--- src/rtl/stdp_train_sequencer.sv ---
// Stimulus sequencer for the two-neuron HH/STDP core: runs pre->post pairing
// trials, then a pre-only test window in which neuron spike edges are counted.
module stdp_train_sequencer #(
  parameter int CNT_W   = 16,
  parameter int TRIAL_W = 8
) (
  input  logic               clk,
  input  logic               rst,
  input  logic               start,
  input  logic               abort,
  input  logic [7:0]         cfg_amp_pre,
  input  logic [7:0]         cfg_amp_post,
  input  logic [CNT_W-1:0]   cfg_t_pulse,
  input  logic [CNT_W-1:0]   cfg_t_gap,
  input  logic [CNT_W-1:0]   cfg_t_rest,
  input  logic [CNT_W-1:0]   cfg_t_test,
  input  logic [TRIAL_W-1:0] cfg_n_trials,
  input  logic               spike_pre,
  input  logic               spike_post,
  output logic [7:0]         i_pre,
  output logic [7:0]         i_post,
  output logic               busy,
  output logic               done,
  output logic [2:0]         phase,
  output logic [TRIAL_W-1:0] trial_idx,
  output logic [7:0]         pre_spike_cnt,
  output logic [7:0]         post_spike_cnt
);

  typedef enum logic [2:0] {
    S_IDLE = 3'd0, S_PRE = 3'd1, S_GAP1 = 3'd2, S_POST = 3'd3,
    S_GAP2 = 3'd4, S_REST = 3'd5, S_TEST = 3'd6, S_DONE = 3'd7
  } state_t;

  state_t             state, state_nxt;
  logic [CNT_W-1:0]   cnt, cnt_nxt;
  logic [TRIAL_W-1:0] trial_nxt;
  logic               accept;
  logic               last_trial;
  logic               spike_pre_p1, spike_post_p1;

  logic [7:0]         amp_pre_r, amp_post_r, amp_pre_v, amp_post_v;
  logic [CNT_W-1:0]   t_pulse_r, t_gap_r, t_rest_r, t_test_r;
  logic [CNT_W-1:0]   t_pulse_v, t_gap_v, t_rest_v, t_test_v;
  logic [TRIAL_W-1:0] n_trials_r, n_trials_v;

  // A zero duration still occupies one cycle; the counter holds cycles left minus one.
  function automatic logic [CNT_W-1:0] load_of(input logic [CNT_W-1:0] d);
    return (d == '0) ? '0 : d - CNT_W'(1);
  endfunction

  function automatic logic [7:0] sat_inc(input logic [7:0] c);
    return (c == 8'hFF) ? c : c + 8'd1;
  endfunction

  assign accept = (state == S_IDLE) && start && !abort;

  // On the accepting edge the live config is used, otherwise the latched copy.
  assign amp_pre_v  = accept ? cfg_amp_pre  : amp_pre_r;
  assign amp_post_v = accept ? cfg_amp_post : amp_post_r;
  assign t_pulse_v  = accept ? cfg_t_pulse  : t_pulse_r;
  assign t_gap_v    = accept ? cfg_t_gap    : t_gap_r;
  assign t_rest_v   = accept ? cfg_t_rest   : t_rest_r;
  assign t_test_v   = accept ? cfg_t_test   : t_test_r;
  assign n_trials_v = accept ? cfg_n_trials : n_trials_r;

  assign last_trial = ({1'b0, trial_idx} + (TRIAL_W+1)'(1)) >= {1'b0, n_trials_v};

  always_comb begin
    state_nxt = state;
    cnt_nxt   = cnt;
    trial_nxt = trial_idx;
    if (state == S_IDLE) begin
      if (accept) begin
        trial_nxt = '0;
        if (n_trials_v == '0) begin
          state_nxt = S_TEST;
          cnt_nxt   = load_of(t_test_v);
        end else begin
          state_nxt = S_PRE;
          cnt_nxt   = load_of(t_pulse_v);
        end
      end
    end else if (abort) begin
      state_nxt = S_IDLE;
    end else if (cnt != '0) begin
      cnt_nxt = cnt - CNT_W'(1);
    end else begin
      case (state)
        S_PRE:  begin state_nxt = S_GAP1; cnt_nxt = load_of(t_gap_v);   end
        S_GAP1: begin state_nxt = S_POST; cnt_nxt = load_of(t_pulse_v); end
        S_POST: begin state_nxt = S_GAP2; cnt_nxt = load_of(t_gap_v);   end
        S_GAP2: begin state_nxt = S_REST; cnt_nxt = load_of(t_rest_v);  end
        S_REST: begin
          if (last_trial) begin
            state_nxt = S_TEST;
            cnt_nxt   = load_of(t_test_v);
          end else begin
            state_nxt = S_PRE;
            cnt_nxt   = load_of(t_pulse_v);
            trial_nxt = trial_idx + TRIAL_W'(1);
          end
        end
        S_TEST:  state_nxt = S_DONE;
        default: state_nxt = S_IDLE;
      endcase
    end
  end

  // Stage p1: registered state, outputs decoded from the next state, spike edge detect
  always_ff @(posedge clk) begin
    if (rst) begin
      state          <= S_IDLE;
      cnt            <= '0;
      trial_idx      <= '0;
      phase          <= 3'd0;
      i_pre          <= 8'd0;
      i_post         <= 8'd0;
      busy           <= 1'b0;
      done           <= 1'b0;
      pre_spike_cnt  <= 8'd0;
      post_spike_cnt <= 8'd0;
      spike_pre_p1   <= 1'b0;
      spike_post_p1  <= 1'b0;
    end else begin
      state         <= state_nxt;
      cnt           <= cnt_nxt;
      trial_idx     <= trial_nxt;
      phase         <= state_nxt;
      i_pre         <= (state_nxt == S_PRE || state_nxt == S_TEST) ? amp_pre_v : 8'd0;
      i_post        <= (state_nxt == S_POST) ? amp_post_v : 8'd0;
      busy          <= (state_nxt != S_IDLE) && (state_nxt != S_DONE);
      done          <= (state_nxt == S_DONE);
      spike_pre_p1  <= spike_pre;
      spike_post_p1 <= spike_post;
      if (accept) begin
        pre_spike_cnt  <= 8'd0;
        post_spike_cnt <= 8'd0;
      end else if (state == S_TEST && !abort) begin
        if (spike_pre && !spike_pre_p1)   pre_spike_cnt  <= sat_inc(pre_spike_cnt);
        if (spike_post && !spike_post_p1) post_spike_cnt <= sat_inc(post_spike_cnt);
      end
    end
  end

  always_ff @(posedge clk) begin
    if (accept) begin
      amp_pre_r  <= cfg_amp_pre;
      amp_post_r <= cfg_amp_post;
      t_pulse_r  <= cfg_t_pulse;
      t_gap_r    <= cfg_t_gap;
      t_rest_r   <= cfg_t_rest;
      t_test_r   <= cfg_t_test;
      n_trials_r <= cfg_n_trials;
    end
  end

endmodule

--- config.mk ---
export PLATFORM = sky130hd
export DESIGN_NAME = stdp_train_sequencer
export DESIGN_NICKNAME = d
export VERILOG_FILES = /design/src/rtl/stdp_train_sequencer.sv
export SDC_FILE = /design/constraint.sdc
export NUM_CORES = 1
export LEC_CHECK = 0
export BUFFER_PORTS_ARGS = -buffer_cell sky130_fd_sc_hd__buf_4
export CELL_PAD_IN_SITES_DETAIL_PLACEMENT = 0
export CELL_PAD_IN_SITES_GLOBAL_PLACEMENT = 1
export CORE_UTILIZATION = 35
export DETAILED_ROUTE_END_ITERATION = 12
export MAX_ROUTING_LAYER = met4
export PLACE_DENSITY_LB_ADDON = 0.3
export SLEW_MARGIN = 5
export SYNTH_ARGS = -nofsm -noshare
export SYNTH_HDL_FRONTEND = slang
export SYNTH_SLANG_ARGS = --single-unit
--- constraint.sdc ---
create_clock -name clk -period 11.95 [get_ports clk]
set_clock_uncertainty 0.15 [all_clocks]
set_input_delay 0.5975 -clock clk [delete_from_list [all_inputs] [get_ports clk]]
set_output_delay 0.5975 -clock clk [all_outputs]
set_load 0.01 [all_outputs]
==> results of run 1 <==
[Yosys cell counts (3+ instances only)]
| cell | count | area share (%) |
|---|---|---|
| nand2_1 | 208 | 8.6 |
| dfxtp_1 | 151 | 33 |
| nor2_1 | 83 | 3.4 |
| nor3_1 | 57 | 3.2 |
| a21oi_1 | 51 | 2.8 |
| xnor2_1 | 46 | 4.5 |
| clkbuf_1 | 36 | 1.5 |
| inv_1 | 36 | 1.5 |
| o21ai_0 | 34 | 1.9 |
| xor2_1 | 34 | 3.3 |
| mux2i_1 | 33 | 3.7 |
| nand3_1 | 30 | 1.7 |
| nor4_1 | 28 | 1.9 |
| or3_1 | 25 | 1.7 |
| nand4_1 | 21 | 1.5 |
| buf_2 | 20 | 1.1 |
| ha_1 | 20 | 2.8 |
| or4_1 | 20 | 1.7 |
| o31ai_1 | 17 | 1.4 |
| o22ai_1 | 14 | 0.97 |
| mux2_2 | 13 | 1.6 |
| o21ai_1 | 13 | 0.72 |
| nand3b_1 | 12 | 1.0 |
| a211oi_1 | 10 | 0.83 |
| o211ai_1 | 10 | 0.83 |
| and3_1 | 9 | 0.62 |
| nand2b_1 | 8 | 0.55 |
| a31oi_1 | 7 | 0.48 |
| o221ai_1 | 7 | 0.68 |
| nand4b_1 | 6 | 0.58 |
| o21a_1 | 6 | 0.50 |
| a211o_1 | 5 | 0.48 |
| a22oi_1 | 5 | 0.42 |
| and2_1 | 5 | 0.35 |
| nor2b_1 | 5 | 0.35 |
| nor3b_1 | 4 | 0.33 |
| nor4b_1 | 4 | 0.39 |
| a311oi_1 | 3 | 0.29 |
| and4_1 | 3 | 0.29 |
| o311ai_1 | 3 | 0.29 |
| o32ai_1 | 3 | 0.29 |
[stage by stage]
stage                     util [%]  area (sq um)  worst slack (ns)
after floorplan                  -          9030              7.31
after global placement        40.8         10300              6.25
after detailed placement      40.8         10300              6.22
after CTS                     43.3         10900              6.23
after global routing          43.3         10900              5.89
final                         43.3         10900              6.20
[cell type report]
class	instances	share of cell area, %
Tap cell	330	3.77
Timing Repair Buffer	147	10.1
Clock inverter	12	1.53
Inverter	36	1.24
Sequential cell	151	27.6
Multi-Input combinational cell	911	51.6
Clock buffer	20	4.17
[flip-flops by register name, indices dropped and copies added (netlist names)]
name            cells
t_pulse_r          16
t_test_r           16
state               3
amp_post_r          8
busy                1
done                1
t_rest_r           16
cnt                16
trial_idx           8
n_trials_r          8
spike_post_p1       1
t_gap_r            16
i_post              8
post_spike_cnt      8
i_pre               8
pre_spike_cnt       8
amp_pre_r           8
spike_pre_p1        1
[metal layers]
| metal | up-vias | GRT usage (%) | share of wire [%] |
|---|---|---|---|
| li1 | 4390 | - | - |
| met1 | 4285 | 31.6 | 47 |
| met2 | 326 | 36.1 | 45 |
| met3 | 38 | 3.62 | 6.0 |
| met4 | 0 | 5.90 | 1.7 |
| met5 | - | - | 0 |
[final timing paths]
kind,to,startpoint,slack [ns]
hold reg to reg,amp_post_r[0],amp_post_r[0],0.30
hold / removal,t_rest_r[9],cfg_t_rest[9],0.21
setup / recovery,cnt[8],state[2],6.20
setup reg to reg,cnt[8],state[2],6.20
[report_power, final]
group / total (mW) / internal [mW] / leakage, nW / switching, mW
Combinational: 0.481 / 0.186 / 2.96 / 0.295
Clock: 0.584 / 0.344 / 0.307 / 0.239
Sequential: 0.642 / 0.580 / 1.25 / 0.0618
Total: 1.71 / 1.11 / 4.52 / 0.596
[critical path, cell delays in order, from the launching register on]
cell and delay, ns:
dfxtp_1 0.69, nor4_4 0.09, buf_4 0.27, nand2_4 0.24, buf_4 0.60, buf_4 0.67
mux2i_1 0.36, ha_1 0.20, inv_1 0.05, nor4b_1 0.29, mux2i_1 0.15, nor3_2 0.86
or2_2 0.33, o221ai_1 0.14, o311ai_1 0.36, a211oi_1 0.11
[cells by family after synthesis]
| family | count (synthesis) | share of synthesized area, % |
|---|---|---|
| AND/OR/NAND/NOR | 543 | 29.6 |
| flip-flops | 151 | 33.5 |
| multiplexers | 48 | 5.55 |
| XOR/XNOR | 80 | 7.76 |
| adder cells (fa/ha/maj) | 20 | 2.77 |
| AO/OA/AOI/OAI | 220 | 16.5 |
| buffers and inverters | 96 | 4.35 |
==> impl_metrics.yaml, run 1 <==
run_status:
  status: "complete, no violations"
clock_tree:
  cts_buffers: 17
  htree_levels: 4
  postCtsSetupBuffers: 0
  clk_latency_ns: 0.43
  cts_root_buffer: "clkbuf_16"
  cts_resized: 0
  tritoncts: "built"
  clock_path_buffers: 2
  cts_sinks: 151
  clk_pin_slew_ns: 0.07
  cts_hold_buf: 0
power_and_ir_drop:
  leakagePower_nw: 4.52
  p_total_mw: 1.71
  power.density_nw_per_um2: 156
  vdd_ir_drop_max_v: 0.0000849
finish:
  area_growth_pct: 21.1
  drive_above_1_share_pct: 16.5
  fin_nets: 1378
  final_common_cell: "nand2_1"
  fillers: 2602
  antenna_cells: 0
  mostFrequentLayoutCells: "nand2_1, dfxtp_1, buf_4"
  stdcell_count: 1607
  multiInputGateArea_sq_um: 5640
  seqCellArea_sq_um: 3020
critical_path:
  end_kind: "flop"
  crit_required_ns: 12.09
  worstPathArrival_ns: 5.89
  crit_type: "reg -> reg"
  rr_worst_depth: 15
  cp_max_fo: 55
  cp-start-kind: "flop"
timing:
  period_minus_slack_ns: 5.75
  fin_crit_sh_pct: 48.1
  maxSlewHeadroom_pct: 24.9
  max_freq_mhz: 174
  whs_ns: 0.206
  finalSetupViolCount: 0
  worst_slew_pin_slew_ns: 1.12
  hold_viol: 0
  drv_slew: 0
  rsz0062_at_grt: "false"
  timing.setup.tns_ns: 0
die:
  start_util_pct: 35.8
  coreArea_sq_um: 25300
  io_pins: 139
  die_h_um: 163
  dieArea_sq_um: 26500
  row_count: 58
  dieWidth_um: 163
flow_run:
  maxCapViolCount: 0
synth:
  syn_area_sq_um: 9030
  synth_cells: 1158
  seq_area_frac_synth_pct: 33.5
  synth.avg_cell_area_sq_um: 7.80
  async_reset_ff_share_pct: 0
  synth_ff_type: "dfxtp_1"
  synth_cell_types: 82
  synth-edff-count: 0
  syn_nets: 1272
  ys_warn_count: 0
  ys_ff_latch: 151
detailed_routing:
  drc: 0
  post_drt_wl_per_cell_um: 18.7
  via_per_inst: 5.62
  finalWirelength_um: 30000
  dr.pass1.iters: 6
  ant_nets: 0
  vias: 9039
  drt_iter0_drc: 758
place:
  place.gp.congestion: 0.919
  post-place-cells: 1575
  port-buffer-count: 138
  dp.final_hpwl_um: 21800
global_route:
  grtUsageTotal_pct: 23.3
  grt_antenna_before_repair: 0
  grt_pass1_vias: 8392
  grt_max_degree: 56
  grt_pass1_wl_um: 46800
  overflow: 0
worst_hold_path:
  whs_path_depth: 3
  hold_path.class: "in -> reg"
Power figures use the tool's default switching activity.
==> inputs of run 2 (changes only) <==
==> constraint.sdc (replaced) <==
create_clock -name clk -period 5.1 [get_ports clk]
set_clock_uncertainty 0.15 [all_clocks]
set_input_delay 0.255 -clock clk [delete_from_list [all_inputs] [get_ports clk]]
set_output_delay 0.255 -clock clk [all_outputs]
set_load 0.01 [all_outputs]
==> impl_metrics.yaml, run 2 (synthesis results as in run 1) <==
global_route:
  grt_max_degree: 47
  overflow: 0
  grtUsageTotal_pct: 24.0
  grt_antenna_before_repair: 0
  grt_pass1_vias: 8664
  grt_pass1_wl_um: 47900
timing:
  maxSlewHeadroom_pct: 41.4
  max_freq_mhz: 230
  timing.setup.tns_ns: 0
  rsz0062_at_grt: "false"
  setup_slack_ns: 0.758
  hold_viol: 0
  drv_slew: 0
  finalSetupViolCount: 0
  period_minus_slack_ns: 4.34
  worst_slew_pin_slew_ns: 0.880
  fin_crit_sh_pct: 85.1
clock_tree:
  cts_root_buffer: "clkbuf_16"
  cts_sinks: 151
  clock_path_buffers: 2
  htree_levels: 4
  cts_resized: 0
  clk_latency_ns: 0.44
  clk_pin_slew_ns: 0.06
  tritoncts: "built"
  cts_buffers: 17
power_and_ir_drop:
  p_comb_share_pct: 29.3
  vdd_ir_drop_max_v: 0.000207
  intPower_mw: 2.67
  sw_frac_of_total_pct: 34.5
  leakagePower_nw: 4.89
  power.density_nw_per_um2: 345
  p_switching_mw: 1.41
  power_frac_clock_pct: 33.9
  power_frac_seq_pct: 36.8
critical_path:
  rr_startpoint: "state[2]"
  cp_max_fo: 9
  r2r_slack_ns: 0.76
  rr_worst_depth: 14
  crit_required_ns: 5.23
  worstPathArrival_ns: 4.47
  crit_type: "reg -> reg"
  cp-start-kind: "flop"
  r2r-end: "cnt[7]"
  end_kind: "flop"
detailed_routing:
  vias: 9370
  finalWirelength_um: 30900
  post_drt_wl_per_cell_um: 18.2
  via_per_inst: 5.52
  drt_iter0_drc: 780
  drc: 0
  ant_nets: 0
  dr.pass1.iters: 7
finish:
  utilization_pct: 46.9
  area_growth_pct: 31.0
  drive_above_1_share_pct: 15.8
  fin_nets: 1467
  fillers: 2542
  final_common_cell: "nand2_1"
  mostFrequentLayoutCells: "nand2_1, dfxtp_1, buf_4"
  antenna_cells: 0
die:
  io_pins: 139
  row_count: 58
  dieWidth_um: 163
  coreArea_sq_um: 25300
  dieArea_sq_um: 26500
  start_util_pct: 35.8
  die_h_um: 163
worst_hold_path:
  whs_path_depth: 3
  min_to: "t_pulse_r[12]"
  min-delay-start: "cfg_t_pulse[12]"
  hold_path.class: "in -> reg"
place:
  post-place-ws_ns: 0.783
  dp.final_hpwl_um: 22200
  place.gp.congestion: 0.975
  port-buffer-count: 138
flow_run:
  maxCapViolCount: 0
run_status:
  status: "complete, no violations"
## run 2: cell count changes in the layout (fill, tap and decap cells not counted), sizes merged
cell,previous run,this run
buf,147,152
bufinv,3,4
clkbuf,20,18
clkinv,6,4
clkinvlp,0,2
dlygate4sd3,0,84
inv,39,40
## run 2: stage by stage
| stage | cell area [sq um] | power, mW | instances | hold slack, ns |
|---|---|---|---|---|
| 5_1_grt | 11800 | 4.29 | 1696 | 0.0221 |
| 2_1_floorplan | 9030 | 2.25 | 1158 | 0.194 |
| 4_1_cts | 11800 | 4.09 | 1696 | 0.000472 |
| 3_3_place_gp | 10400 | 2.65 | 1580 | 0.278 |
| 6_report | 11800 | 4.08 | 1696 | 0.00434 |
| 3_5_place_dp | 10400 | 2.65 | 1580 | 0.282 |
## run 2: power groups by stage
stage	Clock [mW]	Sequential, mW	Combinational [mW]
after floorplan	0	1.48	0.765
after global placement	0	1.52	1.13
after detailed placement	0	1.52	1.12
after CTS	1.41	1.50	1.18
after global routing	1.47	1.52	1.30
final	1.38	1.50	1.20
## run 2: worst max path at each step
stage,start,end,slack (ns),depth (start not counted)
after CTS,state[2],cnt[7],0.79,14
after detailed placement,state[2],cnt[7],0.78,14
after global routing,state[2],cnt[7],0.45,14
after global placement,state[2],cnt[7],0.95,14
after floorplan,state[2],cnt[8],0.57,20
final,state[2],cnt[7],0.76,14
## run 2: critical path, cell delays in order (launching register included)
cell and delay, ns:
dfxtp_1 0.40, buf_4 0.22, or4_1 0.57, nor2_4 0.24
nand2_1 0.10, nand2_1 0.09, inv_1 0.05, ha_1 0.30
nand3_1 0.11, nand3b_1 0.26, a32oi_1 0.71, nor2_1 0.29
a2111oi_0 0.45, o22a_1 0.19, a211oi_1 0.06
## run 2: layout make-up
cell class | count | area [sq um] | share of cell area [%]
Sequential cell | 151 | 3020 | 25.5
Clock buffer | 18 | 429 | 3.63
Timing Repair Buffer | 236 | 1990 | 16.9
Multi-Input combinational cell | 911 | 5640 | 47.7
Clock inverter | 14 | 198 | 1.67
Inverter | 36 | 135 | 1.14
Tap cell | 330 | 413 | 3.49
## run 2: timing repair
item / CTS / global route
hold endpoints to repair: 92 / 0
setup buffers: 0 / 0
endpoints found under the setup margin: 0 / 0
hold buffers: 84 / 0
## run 2: layer usage
layer	vias up	part of all wire (%)	GRT usage, %
met5	-	0	-
met4	0	1.9	6.92
met3	42	6.0	3.85
met2	330	46	37.5
met1	4435	46	32.0
li1	4563	-	-
==> inputs of run 3 (changes only) <==
==> constraint.sdc (replaced) <==
create_clock -name clk -period 3.8 [get_ports clk]
set_clock_uncertainty 0.15 [all_clocks]
set_input_delay 0.19 -clock clk [delete_from_list [all_inputs] [get_ports clk]]
set_output_delay 0.19 -clock clk [all_outputs]
set_load 0.01 [all_outputs]
==> impl_metrics.yaml, run 3 (synthesis results as in run 1) <==
timing:
  period_minus_slack_ns: 3.66
  finalSetupViolCount: 0
  worst_slew_pin_slew_ns: 0.993
  max_freq_mhz: 273
  fin_crit_sh_pct: 96.4
  timing.setup.tns_ns: 0
  whs_ns: 0.0732
  drv_slew: 0
  hold_viol: 0
  rsz0062_at_grt: "true"
  maxSlewHeadroom_pct: 33.4
power_and_ir_drop:
  p_total_mw: 5.41
  vdd_ir_drop_max_v: 0.000282
  leakagePower_nw: 5.06
  power.density_nw_per_um2: 443
finish:
  fillers: 2512
  final_common_cell: "nand2_1"
  mostFrequentLayoutCells: "nand2_1, buf_4, dfxtp_1"
  drive_above_1_share_pct: 19.3
  design_area_sq_um: 12200
  multiInputGateArea_sq_um: 5750
  antenna_cells: 0
  seqCellArea_sq_um: 3030
  fin_nets: 1500
  area_growth_pct: 35.3
worst_hold_path:
  min-delay-start: "rst"
  min_to: "spike_post_p1"
  whs_path_depth: 2
  hold_path.class: "in -> reg"
die:
  start_util_pct: 35.8
  dieWidth_um: 163
  coreArea_sq_um: 25300
  dieArea_sq_um: 26500
  row_count: 58
  io_pins: 139
  die_h_um: 163
critical_path:
  crit_required_ns: 4.00
  crit_chain: "nor4_4 -> nand2_4 -> buf_4 -> mux2i_1 -> ha_1 -> nand3_1 -> nand3b_1 -> a311o_2 -> or2_2 -> o221ai_1 -> o311ai_1 -> a211oi_1"
  critPathSlowestCell: "a311o_2"
  crit_type: "reg -> reg"
  r2r_slack_ns: 0.14
  cp-start-kind: "flop"
  cp_max_fo: 13
  rr_startpoint: "state[2]"
  slowest_delay_ns: 0.43
  path_delay_family: "simple AND/OR/NAND/NOR gates"
  end_kind: "flop"
  worstPathArrival_ns: 3.86
  r2r-end: "cnt[8]"
  path_buf_inv: 1
  rr_worst_depth: 12
clock_tree:
  clock_path_buffers: 2
  clk_pin_slew_ns: 0.07
  clk_latency_ns: 0.43
  cts_sinks: 151
  cts_root_buffer: "clkbuf_16"
  tritoncts: "built"
  cts_buffers: 17
  htree_levels: 4
place:
  placed_cell_area_sq_um: 10600
  port-buffer-count: 138
  dp.final_hpwl_um: 22600
  place.gp.congestion: 0.932
global_route:
  grt_pass1_wl_um: 48100
  overflow: 0
  grt_max_degree: 50
  grt_pass1_vias: 8714
  grt_antenna_before_repair: 2
  grtUsageTotal_pct: 24.3
detailed_routing:
  drt_iter0_drc: 643
  post_drt_wl_per_cell_um: 18.3
  dr.pass1.iters: 5
  drc: 0
  finalWirelength_um: 31700
  vias: 9406
  via_per_inst: 5.44
  ant_nets: 0
flow_run:
  maxCapViolCount: 0
run_status:
  status: "complete, no violations"
[run 3: changes by cell type in the layout (fill, tap and decap cells not counted), moves of 5 or more]
| cell | previous run | this run |
|---|---|---|
| a21oi_2 | 1 | 9 |
| buf_4 | 151 | 175 |
| dlygate4sd3_1 | 84 | 89 |
| a21oi_1 | 51 | 43 |
[run 3: stage by stage]
step | instances | worst slack, ns | util (%)
after floorplan | 1158 | -0.133 | -
after global placement | 1600 | 0.219 | 42.1
after detailed placement | 1600 | 0.151 | 42.1
after CTS | 1721 | 0.105 | 47.9
after global routing | 1729 | -0.0997 | 48.4
final | 1729 | 0.138 | 48.4
[run 3: cell type report]
type / instances / area share (%)
Tap cell: 330 / 3.38
Timing Repair Buffer: 269 / 18.9
Clock buffer: 17 / 3.48
Clock inverter: 15 / 1.28
Sequential cell: 151 / 24.8
Inverter: 36 / 1.11
Multi-Input combinational cell: 911 / 47.1
[run 3: worst max path at each step]
stage	from	endpoint	slack [ns]	cells after the start
finish	state[2]	cnt[8]	0.14	12
floorplan	state[2]	cnt[7]	-0.13	20
detailed placement	abort	cnt[14]	0.15	13
global placement	abort	cnt[8]	0.22	14
CTS	state[2]	cnt[8]	0.10	13
global route	state[2]	cnt[1]	-0.1	13
[run 3: worst register-to-register path, stage by stage, from the launching register on]
cell and delay, ns:
dfxtp_4 0.38, nor4_4 0.34, nand2_4 0.21, buf_4 0.20
mux2i_1 0.16, ha_1 0.33, nand3_1 0.11, nand3b_1 0.25
a311o_2 0.43, or2_2 0.38, o221ai_1 0.26, o311ai_1 0.13
a211oi_1 0.24
[run 3: repair_timing]
| action | 4_1_cts | 5_1_grt |
|---|---|---|
| resized for setup | 0 | 7 |
| hold endpoints to repair | 105 | 0 |
| endpoints found under the setup margin | 0 | 8 |
| hold buffers | 89 | 0 |
| setup buffers | 0 | 7 |
[run 3: per-layer routing]
layer  share of wire [%]  GRT usage, %  vias to the layer above
li1                    -             -                     4644
met4                 2.6          7.65                        0
met1                  45          31.1                     4422
met2                  47          38.5                      295
met3                 6.0          4.91                       45
met5                   0             -                        -
[run 3: where the power goes]
part | internal (mW) | switching [mW]
registers | 1.82 | 0.187
clock network | 0.930 | 0.792
logic | 0.700 | 0.982
total | 3.45 | 1.96
